--- src/rtl/imem_loader.sv ---
// Boot-time loader: assembles little-endian words from a byte stream, writes them to
// instruction memory and holds the core in reset until done. Optional IMEM_LOADER_CHECKSUM_EN.
module imem_loader #(
  parameter int DATA_WIDTH    = 32,
  parameter int ADDR_WIDTH    = 10,
  parameter int BASE_ADDR     = 0,
  parameter int RELEASE_DELAY = 4
) (
  input  logic                  i_clk,
  input  logic                  i_reset_n,
  input  logic                  i_start,
  input  logic [ADDR_WIDTH-2:0] i_len_words,
  input  logic                  i_byte_valid,
  input  logic [7:0]            i_byte_data,
  output logic                  o_byte_ready,
  output logic                  o_imem_we,
  output logic [ADDR_WIDTH-1:0] o_imem_addr,
  output logic [DATA_WIDTH-1:0] o_imem_wdata,
  output logic                  o_core_reset_n,
  output logic                  o_busy,
  output logic                  o_done,
  output logic                  o_error
);
  localparam int LW = ADDR_WIDTH - 1;
  localparam int CW = ADDR_WIDTH + 2;
  localparam int HW = $clog2(RELEASE_DELAY + 1) + 1;
  localparam logic [CW-1:0]         LIMIT     = CW'(2 ** ADDR_WIDTH);
  localparam logic [CW-1:0]         BASE_C    = CW'(BASE_ADDR);
  localparam logic [ADDR_WIDTH-1:0] BASE_A    = ADDR_WIDTH'(BASE_ADDR);
  localparam logic [HW-1:0]         HOLD_LAST = HW'(RELEASE_DELAY);

  typedef enum logic [2:0] {
    S_IDLE,
    S_LOAD,
`ifdef IMEM_LOADER_CHECKSUM_EN
    S_CHECK,
`endif
    S_HOLD,
    S_RUN,
    S_ERROR
  } state_t;

  state_t                  state_q;
  logic [1:0]              byte_cnt_q;
  logic [LW-1:0]           word_cnt_q;
  logic [LW-1:0]           len_q;
  logic [23:0]             shift_q;
  logic [HW-1:0]           hold_q;
  logic                    we_q;
  logic [ADDR_WIDTH-1:0]   addr_q;
  logic [DATA_WIDTH-1:0]   wdata_q;
`ifdef IMEM_LOADER_CHECKSUM_EN
  logic [7:0]              csum_q;
`endif

  logic [CW-1:0] end_addr;
  logic          start_ok;
  logic          accept;

  // Widened end address so an oversize length cannot wrap past the limit check.
  always_comb begin
    end_addr = BASE_C + {1'b0, i_len_words, 2'b00};
    start_ok = (i_len_words != '0) && (end_addr <= LIMIT);
  end

  always_comb begin
`ifdef IMEM_LOADER_CHECKSUM_EN
    o_byte_ready = (state_q == S_LOAD) || (state_q == S_CHECK);
    o_busy       = (state_q == S_LOAD) || (state_q == S_CHECK) || (state_q == S_HOLD);
`else
    o_byte_ready = (state_q == S_LOAD);
    o_busy       = (state_q == S_LOAD) || (state_q == S_HOLD);
`endif
    o_done         = (state_q == S_RUN);
    o_core_reset_n = (state_q == S_RUN);
    o_error        = (state_q == S_ERROR);
    o_imem_we      = we_q;
    o_imem_addr    = addr_q;
    o_imem_wdata   = wdata_q;
    accept         = i_byte_valid & o_byte_ready;
  end

  always_ff @(posedge i_clk) begin
    if (!i_reset_n) begin
      state_q    <= S_IDLE;
      byte_cnt_q <= '0;
      word_cnt_q <= '0;
      len_q      <= '0;
      shift_q    <= '0;
      hold_q     <= '0;
      we_q       <= 1'b0;
      addr_q     <= '0;
      wdata_q    <= '0;
`ifdef IMEM_LOADER_CHECKSUM_EN
      csum_q     <= '0;
`endif
    end else begin
      we_q <= 1'b0;
      case (state_q)
        S_IDLE, S_RUN, S_ERROR: begin
          if (i_start) begin
            if (start_ok) begin
              len_q      <= i_len_words;
              byte_cnt_q <= '0;
              word_cnt_q <= '0;
`ifdef IMEM_LOADER_CHECKSUM_EN
              csum_q     <= '0;
`endif
              state_q    <= S_LOAD;
            end else begin
              state_q <= S_ERROR;
            end
          end
        end
        S_LOAD: begin
          if (accept) begin
            shift_q    <= {i_byte_data, shift_q[23:8]};
            byte_cnt_q <= byte_cnt_q + 2'd1;
`ifdef IMEM_LOADER_CHECKSUM_EN
            csum_q     <= csum_q ^ i_byte_data;
`endif
            // Byte 3 completes the word; the write strobe fires on the following cycle.
            if (byte_cnt_q == 2'd3) begin
              we_q       <= 1'b1;
              addr_q     <= BASE_A + ADDR_WIDTH'({word_cnt_q, 2'b00});
              wdata_q    <= {i_byte_data, shift_q};
              word_cnt_q <= word_cnt_q + LW'(1);
              if (word_cnt_q == len_q - LW'(1)) begin
                hold_q  <= '0;
`ifdef IMEM_LOADER_CHECKSUM_EN
                state_q <= S_CHECK;
`else
                state_q <= S_HOLD;
`endif
              end
            end
          end
        end
`ifdef IMEM_LOADER_CHECKSUM_EN
        S_CHECK: begin
          if (accept) begin
            hold_q  <= '0;
            state_q <= (i_byte_data == csum_q) ? S_HOLD : S_ERROR;
          end
        end
`endif
        S_HOLD: begin
          if (hold_q == HOLD_LAST) begin
            state_q <= S_RUN;
          end else begin
            hold_q <= hold_q + HW'(1);
          end
        end
        default: state_q <= S_IDLE;
      endcase
    end
  end
endmodule

--- config.mk ---
export PLATFORM = sky130hd
export DESIGN_NAME = imem_loader
export DESIGN_NICKNAME = d
export VERILOG_FILES = /design/src/rtl/imem_loader.sv
export SDC_FILE = /design/constraint.sdc
export NUM_CORES = 1
export LEC_CHECK = 0
export CAP_MARGIN = 25
export CORE_MARGIN = 5
export CORE_UTILIZATION = 35
export DETAILED_ROUTE_END_ITERATION = 6
export SLEW_MARGIN = 20
export SYNTH_ARGS = -nofsm -noshare
export SYNTH_HDL_FRONTEND = slang
export SYNTH_SLANG_ARGS = --single-unit
--- constraint.sdc ---
create_clock -name i_clk -period 1.8 [get_ports i_clk]
set_input_delay 0.18 -clock i_clk [delete_from_list [all_inputs] [get_ports i_clk]]
set_output_delay 0.18 -clock i_clk [all_outputs]
set_load 0.005 [all_outputs]
Word level (Yosys, flattened, before mapping)
Cells that the tools add are included.
{"block": "word_totals", "wordCells": 66, "mem_bits_ro": 0, "input_bits": 21, "mem_bits_rw": 0, "regBits": 92, "latchBits": 0, "memories": 0}
{"block": "op_classes", "shift": 0, "eq_ne": 14, "magnitude_cmp": 1, "n_div": 0, "reduce_logical": 15, "mul": 0, "add_sub_neg": 4, "n_mux": 22, "n_bitwise": 1}
{"cell": "$mux W9", "count": 4}
{"cell": "$mux W3", "count": 6}
{"cell": "$pmux W9 S2", "count": 1}
{"cell": "$mux W4", "count": 4}
{"cell": "$reduce_and A5 Y1", "count": 3}
{"cell": "$le A11 B11 Y1 const B", "count": 1}
{"cell": "$add A9 B1 Y9 const B", "count": 1}
{"cell": "$eq A9 B9 Y1", "count": 1}
{"cell": "$pmux W3 S3", "count": 1}
{"cell": "$reduce_and A3 Y1", "count": 3}
{"cell": "$reduce_bool A9 Y1", "count": 1}
{"cell": "$sub A9 B1 Y9 const B", "count": 1}
{"cell": "$ne A2 B1 Y1 const B", "count": 4}
{"cell": "$pmux W4 S2", "count": 1}
{"cell": "$eq A3 B2 Y1 const B", "count": 2}
{"cell": "$mux W2", "count": 3}
{"cell": "$ne A2 B2 Y1 const B", "count": 3}
{"cell": "$add A4 B1 Y4 const B", "count": 1}
{"cell": "$eq A4 B3 Y1 const B", "count": 1}
{"cell": "$pmux W2 S2", "count": 1}
{"cell": "$reduce_and A4 Y1", "count": 1}
{"cell": "$reduce_bool A2 Y1", "count": 2}
{"cell": "$eq A3 B1 Y1 const B", "count": 1}
{"cell": "$eq A3 B3 Y1 const B", "count": 1}
{"cell": "other kinds (9)", "count": 9}

Logic depth before layout (Yosys ltp)
{"block": "depth", "word_depth": 6, "mapped_depth": 7, "mapped_depth_nobuf": 7}

Worst setup path before layout
No wires, ideal clock.
{"block": "synth_path", "path_type": "register to register", "from": "register state_q[0]", "to": "register word_cnt_q[6]", "period_less_slack_ns": 1.851, "setup_time_ns": 0.070, "t_arrival_ns": 1.781, "required_ns": 1.730, "path_slack_ns": -0.051, "stages_incl_launch_ff": 8, "path_cell_list": "dfxtp_1 > nor3b_4 > and3_2 > clkbuf_8 > a31oi_4 > buf_6 > or4_1 > a21boi_1"}
{"block": "synth_via", "elab_chain_len": 4, "elab_cells_between_ends": 13, "classes_between": "eq/ne: 7; mux: 1; bitwise: 1; reduce/logical: 4"}
{"element": "start, declared", "line_no": "43", "text": "state_t state_q;"}
{"element": "start signal, assigned", "line_no": "85", "text": "state_q <= S_IDLE;"}
{"element": "start signal, assigned", "line_no": "109", "text": "state_q <= S_LOAD;"}
{"element": "start signal, assigned", "line_no": "111", "text": "state_q <= S_ERROR;"}
{"element": "$eq A3 B1 Y1 *", "line_no": "71", "text": "o_byte_ready = (state_q == S_LOAD);"}
{"element": "net o_byte_ready", "line_no": "15", "text": "output logic o_byte_ready,"}
{"element": "$and A1 B1 Y1", "line_no": "80", "text": "accept = i_byte_valid & o_byte_ready;"}
{"element": "$ne A2 B1 Y1 (no source line)"}
{"element": "$reduce_and A5 Y1 (no source line)"}
{"element": "end signal, assigned", "line_no": "127", "text": "word_cnt_q <= word_cnt_q + LW'(1);"}
{"element": "end, declared", "line_no": "45", "text": "logic [LW-1:0] word_cnt_q;"}
The timed path passes the listed nets; every way through them passes the cells marked *.
A chain may end at the register's enable or synchronous reset.

Worst setup path in the final report
{"block": "layout_path", "from": "register len_q[0]", "to": "register state_q[1]"}
{"block": "layout_via", "elab_chain_len": 4}
{"element": "start, declared", "line_no": "46", "text": "logic [LW-1:0] len_q;"}
{"element": "start signal, assigned", "line_no": "103", "text": "len_q <= i_len_words;"}
{"element": "$sub A9 B1 Y9", "line_no": "128", "text": "if (word_cnt_q == len_q - LW'(1)) begin"}
{"element": "$eq A9 B9 Y1", "line_no": "128"}
{"element": "$ne A2 B1 Y1 (no source line)"}
{"element": "$reduce_and A5 Y1 (no source line)"}
{"element": "end signal, assigned", "line_no": "133", "text": "state_q <= S_HOLD;"}
{"element": "end signal, assigned", "line_no": "149", "text": "state_q <= S_RUN;"}
{"element": "end signal, assigned", "line_no": "154", "text": "default: state_q <= S_IDLE;"}
No other way between the ends.

==> results.md <==
* Critical path type: reg2reg
* Syn avg cell area at 8.160 sq um
* Placeable Area at around 0.011 sq mm
* Die extent in y at 116.3 um
* Clock root buffer master: clkbuf_16
* Maximum clock frequency at approximately 0.57 GHz
* Arithmetic-cell share of the synthesized area counting full adders, half adders and majority gates at around 1.6%
* LEAKAGE at 0.002035 uW
* Post-layout nets at ~600
* Clock tree from TritonCTS: yes
* CP endpoint kind: flip-flop
* Port-buffer cells at 66
* Count of hold buffers inserted by post-cts repair at 0
* Share of synthesized cell area in and, or, nand and nor gates at roughly a quarter
* Number of library cell types mapped by synthesis at 50
* Remaining number of nets flagged by the antenna check after routing at 0
* Most frequent standard cell in the layout excluding fill and tap cells: nand2_1
* Initial Util at around 36%
* Share of the yosys chip area belonging to registers at 46.54%
* Result of the run: complete, no violations
* Slowest-stage cell, CP: dfxtp_2
* Final Hold Vio Count at 0
* FF-to-FF Start: len_q[0]$_SDFFE_PN0P_
* Area added between synthesis and finish at 41.42%
* Core Rows at 38
* Total Wirelength at 10120 um
* Crit path cell chain: inv_1 -> ha_4 -> xnor2_1 -> a211oi_1 -> nand4b_1 -> buf_6 -> nor4_4 -> o211a_1
* Final setup skew at around 0.005 ns
* Asr flop ratio synth at 0%
* Shortest clock period the worst path allows after layout at 1.760 ns
* Final Wtd Congestion at approximately 0.8
* Ratio of routed vias to standard cells at 4.917
* Count of yosys warnings during synthesis at 0
* Final HPWL from detailed placement at 6889 um
* Hold Crit Class: in2reg
* Combinational family with the most area after synthesis: simple AND/OR/NAND/NOR gates
* Largest driver fanout on the critical path at 3
* Final TNS setup at 0 ns
* Maximum level of the CTS H-tree at 3
* Final setup slack of the worst path at 0.03953 ns
* Pre-CTS setup slack at -0.5758 ns
* Power Density at about 800 mW/mm^2
* Die X at 116.3 um
* Number of antenna violations at the first check in global routing at 0
* Total global routing track utilization at between 10% and 20%
* Overall power after layout at 4464 uW
* Mapped Area at between 0.003 and 0.004 sq mm
* Fraction of the cycle the final worst path needs at between 90% and 100%
* Number of synthesized register bits at roughly 90
* Maximum clock path buffer count at 2
* Sinks on the clock net at a little over 90
* Setup violations, final at 0
* Overflow left after global routing at 0
* Post-synthesis compound-gate area fraction at 15.84%
* Area of all placed cells without fillers at about 0.0056 sq mm
* Clock input transition at the sequential cells of the worst setup and hold paths at 0.06 ns
* Unrepaired setup endpoints after global routing: true
* Total buffers and inverters traversed by the critical path at 2
* Number of antenna diodes at 0
* TritonCTS Buffers at 9
* Number of iterations in the first detailed-routing pass at 5
* Via count of the first global-routing pass at 3368
* Count of fill cells added during filler insertion at 1023
* Highest-count cells in the layout ignoring fill and taps: 141 x nand2_1, 87 x dfxtp_1, 71 x a21oi_1
* Die Footprint at roughly 0.014 sq mm
* Remaining routing DRC violations at 0
* Maximum resistive drop on vdd at between 0.4 and 0.5 mV
* Synth Flop Type: dfxtp_1
* Standard cell area after detailed placement at around 0.0050 sq mm
* Crit path launch type: flip-flop
* Arrival time worst endpoint at 2.04 ns
* Worst hold margin at roughly 0.10 ns
* Wire length of the first global-routing pass at between 15000 and 20000 um
* Total via count in the routed design at around 3600
* Number of flops mapped to enable cells by yosys at 0
* Max Transition Viols Final at 0
* Largest net degree at the start of global routing at 70
* Ports placed on the boundary at 69
* Dominant delay contributor by cell family on the critical path: simple AND/OR/NAND/NOR gates
* Beginning of the worst hold path: i_len_words[2]
* Share of the synthesized netlist area taken by xor and xnor gates at under 10%
* Cell count after synthesis at 485
* Peak per-stage delay on the critical path at ~0.33 ns
* Fraction of final layout cells sized beyond drive strength 1 at about a fifth
* Insertion delay of the later-clocked pin in the worst-skew pair at 0.34 ns
* Number of design-rule violations left by the first detailed-router iteration at 170
* Data required, critical path at 2.08 ns
* Origin of the worst setup path: len_q[0]$_SDFFE_PN0P_
* Post-detailed-route wirelength per cell at about 14 um
* Multiplexer share of the synthesized area at roughly 3.3%
* Max-cap violations at 0
==> final timing paths <==
kind              depth (start not counted)  slack [ns]                             to
setup reg to reg                          8        0.04        state_q[1]$_SDFFE_PN0P_
hold / removal                            3        0.10          len_q[2]$_SDFFE_PN0P_
hold reg to reg                           2        0.45  o_imem_wdata[28]$_SDFFE_PN0P_
setup / recovery                          8        0.04        state_q[1]$_SDFFE_PN0P_
==> worst register-to-register path, stage by stage, from the launching register on <==
cell and delay (ns):
dfxtp_2 0.33, inv_1 0.06, ha_4 0.24, xnor2_1 0.12, a211oi_1 0.22, nand4b_1 0.15
buf_6 0.16, nor4_4 0.28, o211a_1 0.16
==> repair_timing <==
action / in CTS / in global routing
resized for setup: 33 / 34
pin swaps: 12 / 8
gates cloned: 3 / 0
endpoints found under the setup margin: 29 / 23
setup buffers: 4 / 3
==> sequential cells by signal, indices dropped and copies added, names as in the netlist <==
signal        flops
byte_cnt_q        2
hold_q            4
len_q             9
o_imem_addr       8
o_imem_wdata     32
o_imem_we         1
shift_q          24
state_q           3
word_cnt_q        9
==> layer usage <==
| layer | vias up | track usage [%] | wire length (um) | part of all wire [%] |
|---|---|---|---|---|
| met5 | - | 0 | 0 | 0 |
| met4 | 0 | 7.734 | 226 | 2.2 |
| met3 | 17 | 2.487 | 428 | 4.2 |
| met2 | 69 | 23.76 | 4820 | 48 |
| met1 | 1641 | 20.24 | 4645 | 46 |
| li1 | 1833 | - | - | - |
==> final cells by class <==
| class | count | area [sq um] | area share [%] |
|---|---|---|---|
| Multi-Input combinational cell | 352 | 2106 | 37.63 |
| Sequential cell | 92 | 1851 | 33.06 |
| Timing Repair Buffer | 116 | 1142 | 20.41 |
| Clock buffer | 11 | 232.7 | 4.158 |
| Tap cell | 140 | 175.2 | 3.130 |
| Clock inverter | 5 | 60.06 | 1.073 |
| Inverter | 8 | 30.03 | 0.5366 |
==> metrics by stage <==
stage | instances | utilization (%)
CTS | 721 | 49.65
global placement | 698 | 45.39
finish | 724 | 50.96
floorplan | 486 | -
global route | 724 | 50.96
detailed placement | 698 | 45.39
==> power breakdown <==
part / internal, uW / total, uW / switching, uW
sequential: 2060 / 2090 / 27.1
clock: 1080 / 1870 / 784
combinational: 259 / 505 / 246
==> cell families (layout without fill, tap and decap cells) <==
group | count (synthesis) | in the layout
flops | 92 | 92
mux | 13 | 13
fa+ha+maj | 5 | 5
xor+xnor | 11 | 11
other cells | 1 | 2
compound gates | 105 | 106
simple gates | 215 | 215
buf+inv | 43 | 140
==> cells in the mapped netlist (6+ instances only) <==
cell type    n  area, sq um
buf_4        6        45.04
inv_1        7        26.28
nand2b_1     6        37.54
nand4_1      6        37.54
xnor2_1      6        52.55
clkbuf_1    24        90.09
mux2i_1     13        130.1
dfxtp_1     92         1842
nor3_1       8        40.04
nand2_1    143        536.8
nor2_1      17        63.81
nor4_1       7        43.79
a21oi_1     71        355.3
No activity file was read; power rests on OpenSTA's default activity.
